**config.mk**
```make
export PLATFORM = sky130hd
export DESIGN_NAME = ysyx_25060173_bitscan_encoder
export DESIGN_NICKNAME = d
export VERILOG_FILES = /design/src/rtl/ysyx_25060173_bitscan_encoder.sv
export SDC_FILE = /design/constraint.sdc
export NUM_CORES = 1
export LEC_CHECK = 0
export CELL_PAD_IN_SITES_DETAIL_PLACEMENT = 1
export CELL_PAD_IN_SITES_GLOBAL_PLACEMENT = 1
export CORE_MARGIN = 5
export CORE_UTILIZATION = 30
export CTS_BUF_LIST = sky130_fd_sc_hd__clkbuf_8
export CTS_CLUSTER_DIAMETER = 150
export DETAILED_ROUTE_END_ITERATION = 7
export MAX_ROUTING_LAYER = met4
export PLACE_DENSITY = 0.66
export SETUP_SLACK_MARGIN = 0.1
export SLEW_MARGIN = 20
export SYNTH_ARGS = -nofsm -noshare
export SYNTH_HDL_FRONTEND = slang
export SYNTH_SLANG_ARGS = --single-unit
```
**constraint.sdc**
```tcl
create_clock -name clk -period 5.2 [get_ports clk]
set_clock_uncertainty 0.15 [all_clocks]
set_input_delay 1.04 -clock clk [delete_from_list [all_inputs] [get_ports clk]]
set_output_delay 1.04 -clock clk [all_outputs]
set_load 0.02 [all_outputs]
```
**src/rtl/ysyx_25060173_bitscan_encoder.sv**
```systemverilog
`default_nettype none
// ============================================================================
// Module      : ysyx_25060173_bitscan_encoder
// Description : Accepts a multi-hot vector and emits the binary index of each
//               set bit, one per handshake, together with a "last" flag and
//               the count of set bits still pending (current one included).
//               Every output is a function of the state and mask registers
//               only, so nothing on the input side reaches an output
//               combinationally.
// Options     : YSYX_25060173_BITSCAN_MSB_FIRST_EN - when defined, indices
//               are produced highest-first; otherwise lowest-first.
// Revision    : 1.0 - initial release
// ============================================================================
module ysyx_25060173_bitscan_encoder #(
  parameter int INPUT_WIDTH = 3
) (
  input  logic                          clk,
  input  logic                          rst,
  input  logic                          in_valid,
  output logic                          in_ready,
  input  logic [(1<<INPUT_WIDTH)-1:0]   in_vec,
  output logic                          out_valid,
  input  logic                          out_ready,
  output logic [INPUT_WIDTH-1:0]        out_idx,
  output logic                          out_last,
  output logic [INPUT_WIDTH:0]          out_cnt
);

  localparam int                   N       = 1 << INPUT_WIDTH;
  localparam logic [INPUT_WIDTH:0] CNT_ONE = {{INPUT_WIDTH{1'b0}}, 1'b1};

  typedef enum logic [0:0] {
    ST_IDLE = 1'b0,
    ST_SCAN = 1'b1
  } state_e;

  state_e                 state_q;
  state_e                 state_d;
  logic [N-1:0]           mask_q;
  logic [N-1:0]           mask_d;

  logic [INPUT_WIDTH-1:0] sel_idx;     // index chosen from the pending mask
  logic [N-1:0]           sel_onehot;  // that index as a clear mask
  logic [INPUT_WIDTH:0]   pop_cnt;     // set bits left in the mask
  logic                   in_fire;
  logic                   out_fire;
  logic                   scanning;

  // Pick the next index to report; the final assignment in the loop wins,
  // so the loop direction sets the scan order.
  always_comb begin
    sel_idx = '0;
`ifdef YSYX_25060173_BITSCAN_MSB_FIRST_EN
    for (int i = 0; i < N; i++) begin
      if (mask_q[i]) begin
        sel_idx = INPUT_WIDTH'(i);
      end
    end
`else
    for (int i = N - 1; i >= 0; i--) begin
      if (mask_q[i]) begin
        sel_idx = INPUT_WIDTH'(i);
      end
    end
`endif
  end

  // Decode the selected index back to a one-hot vector for clearing.
  always_comb begin
    sel_onehot          = '0;
    sel_onehot[sel_idx] = 1'b1;
  end

  // Population count of the pending mask; one extra bit holds the all-ones case.
  always_comb begin
    pop_cnt = '0;
    for (int i = 0; i < N; i++) begin
      pop_cnt = pop_cnt + {{INPUT_WIDTH{1'b0}}, mask_q[i]};
    end
  end

  // Outputs come purely from registered state; IDLE forces them to zero.
  always_comb begin
    scanning  = (state_q == ST_SCAN);
    in_ready  = ~scanning;
    out_valid = scanning;
    out_idx   = scanning ? sel_idx : '0;
    out_cnt   = scanning ? pop_cnt : '0;
    out_last  = scanning && (pop_cnt == CNT_ONE);
  end

  // Next-state and mask update: load on accept, clear one bit per handshake.
  always_comb begin
    state_d  = state_q;
    mask_d   = mask_q;
    in_fire  = in_valid && in_ready;
    out_fire = out_valid && out_ready;
    case (state_q)
      ST_IDLE: begin
        // An all-zero vector is swallowed without producing any output.
        if (in_fire && (in_vec != '0)) begin
          mask_d  = in_vec;
          state_d = ST_SCAN;
        end
      end
      ST_SCAN: begin
        if (out_fire) begin
          mask_d = mask_q & ~sel_onehot;
          if (out_last) begin
            state_d = ST_IDLE;
          end
        end
      end
      default: begin
        state_d = ST_IDLE;
        mask_d  = '0;
      end
    endcase
  end

  // State and mask registers with asynchronous active-low clear.
  always_ff @(posedge clk or negedge rst) begin
    if (!rst) begin
      state_q <= ST_IDLE;
      mask_q  <= '0;
    end else begin
      state_q <= state_d;
      mask_q  <= mask_d;
    end
  end

endmodule
`default_nettype wire

```
==> metrics.md <==
| Metric | Value |
|---|---|
| Clk buf depth | 2 |
| Synthesized netlist net count | 101 |
| Post-synth ARST share | 1.00 |
| Final Hold Vio Count | 0 |
| RSZ-0062 raised after global routing | false |
| Worst-margin pin slew | 463 ps |
| DRT Wirelength | 2.21 mm |
| Final Critical Period | 4970 ps |
| Postcts setup bufs | 0 |
| Syn Area/Cell | between 9 and 10 sq um |
| DP HPWL | 1.86 mm |
| Sequential share of the synthesized area | 0.296 |
| Crit path max fanout | 6 |
| Fillcell total | 292 |
| Cts bufs inserted | 3 |
| DR WL/cell | 16.0 um |
| Final TNS setup | 0 ps |
| Initial antenna violation count | 0 |
| DR pass1 iterations | 4 |
| Worst-skew pair later-pin latency | around 240 ps |
| Top cell type's share of synthesized area | 0.296 |
| Initial Utilization | 0.310 |
| Worst Setup End Kind | output port |
| Final net count | 128 |
| GP Congestion | 0.805 |
| Syn-to-layout area delta | 38.8% |
| Core area | 0.00245 sq mm |
| Tcrit/Tclk final | 0.955 |
| Fmax | 201 MHz |
| Critical Path Most Common Cell | fa_1 |
| Arrival time at the worst endpoint | 3780 ps |
| Synth area leaders | dfrtp_1 30%, fa_1 11%, inv_1 5.9%, ha_1 4.9%, a22o_2 3.9% |
| Gate Count Post-Synth | between 80 and 90 |
| Starting DRC count in detailed routing | 13 |
| Post-synth EDFFs | 0 |
| Max cap viols | 0 |
| Die X | roughly 60 um |
| Antenna Cells | 0 |
| First-pass GRT wire length | 3.68 mm |
| CTS tree | done |
| Synthesized cell area | 762 sq um |
| Worst-path clk slew | 50 ps |
| Largest net degree at the start of global routing | 10 |
| Worst setup SP type | register |
| Slew margin rel. | 0.690 |
| Overall routing resource usage | 0.143 |
| Number of H-tree levels | 1 |
| Worst-path cell chain | fa_1 -> inv_1 -> fa_1 -> fa_1 -> inv_1 -> ha_1 -> inv_1 -> fa_1 -> nand2b_1 -> and3_2 -> clkdlybuf4s50_1 |
| Vias per cell | 5.24 |
| Total grt overflow | 0 |
| Largest area contributor in the netlist | dfrtp_1 |
| Worst Hold Class | register to register |
| Number of synthesized register bits | 9 |
| Share of layout cells above drive strength 1 | 0.139 |
| Sink Count | 9 |
| Synth cell types | 31 |
| Vias in the first global route | 793 |
| Port bufs | 21 |
| Main synth FF type | dfrtp_1 |
| Die area | 0.00365 sq mm |
| Die Y | 60.4 um |
| # rows | 18 |
| YS warnings | 0 |
| Max Slew Vio Count | 0 |
| # DRC | 0 |
| Setup Crit Path Kind | register to output port |
| CTS root buffer | clkbuf_8 |
| Outcome | finished, final reports clean |
| Worst EP required | 4010 ps |
| Ports | 22 |
| DR vias | slightly above 700 |
| CP max stage cell | fa_1 |
| Final setup viols | 0 |
| Critical path's largest stage delay | 560 ps |
| Final ANT Viol Nets | 0 |
[layout make-up]
type / count / area [sq um] / share of cell area
clock buffers: 3 / 41.3 / 0.0391
flip-flops and latches: 9 / 225 / 0.213
well taps: 30 / 37.5 / 0.0355
repair buffers: 23 / 224 / 0.212
clock inverters: 1 / 3.75 / 0.00355
inverters: 12 / 45.0 / 0.0426
multi-input cells: 60 / 480 / 0.454
[through the flow]
stage	instances	hold WS (ps)	cell area (sq um)	util	worst slack [ps]
floorplan	82	337	762	-	933
global placement	134	365	1010	0.413	308
detailed placement	134	369	1010	0.413	195
CTS	138	380	1060	0.431	197
global route	138	411	1060	0.431	106
finish	138	382	1060	0.431	233
[logic make-up (layout without fill, tap and decap cells)]
group / after synthesis / count (layout) / share of synthesized area
DFF: 9 / 9 / 0.296
buffers and inverters: 13 / 39 / 0.0739
AOI/OAI and AO/OA: 21 / 21 / 0.213
and+or+nand+nor: 32 / 32 / 0.263
adders and majority gates: 7 / 7 / 0.154
[synth_stat cells (all sizes together), types with 2 or more instances]
cell type and number:
a21oi 3, nor2 6, and3 3, nor4 2, a21o 3, ha 3, nand2 3, nor2b 4
nor3 5, nand2b 3, and2 2, o21ai 3, a22o 3, a32o 3, dfrtp 9, fa 4
inv 12
[path summary, 6_finish.rpt]
check / start / endpoint / slack, ps / cells after the start
max: mask_q[0]$_DFFE_PN0P_ / out_cnt[2] / 230 / 11
min: mask_q[7]$_DFFE_PN0P_ / mask_q[7]$_DFFE_PN0P_ / 380 / 1
max reg2reg: mask_q[0]$_DFFE_PN0P_ / out_valid$_DFF_PN0_ / 1700 / 12
min reg2reg: mask_q[7]$_DFFE_PN0P_ / mask_q[7]$_DFFE_PN0P_ / 380 / 1
max in group asynchronous: rst / mask_q[6]$_DFFE_PN0P_ / 3610 / 1
min in group asynchronous: rst / mask_q[2]$_DFFE_PN0P_ / 980 / 1
[layout by cell type, fill, tap and decap left out, types with 2 or more instances in the layout]
cell	count
a21o_1	3
a21oi_1	3
a22o_2	3
a32o_1	3
and2_2	2
and3_2	2
buf_4	2
clkbuf_8	3
clkdlybuf4s50_1	20
dfrtp_1	9
fa_1	4
ha_1	3
inv_1	13
nand2_1	3
nand2b_1	3
nor2_1	6
nor2b_1	3
nor3_1	5
nor4_1	2
o21ai_1	2
[worst max-delay path, delay by kind of cell, from the launching register on]
family                     cells  cell delay (ps)
adders and majority gates      5             2000
buffers and inverters          4              710
DFF                            1              460
and+or+nand+nor                2              370
[registers in the layout (all words and copies together) (netlist names)]
register and count:
mask_q 8, out_valid 1
[layer usage]
layer,track usage,vias up,share of wire,routed length (um)
li1,-,345,-,-
met1,0.171,358,0.44,960
met2,0.233,15,0.52,1150
met3,0.0255,5,0.028,61
met4,0.0633,0,0.015,34
met5,-,-,0,0
[what timing repair did]
item,in CTS,in global routing
hold buffers,0,0
setup endpoints to repair,1,1
pin swaps,0,0
cloned,0,0
resized for setup,1,1
Power is not shown: default switching activity piles up to over one toggle a cycle in this logic, so the estimate is an artifact.
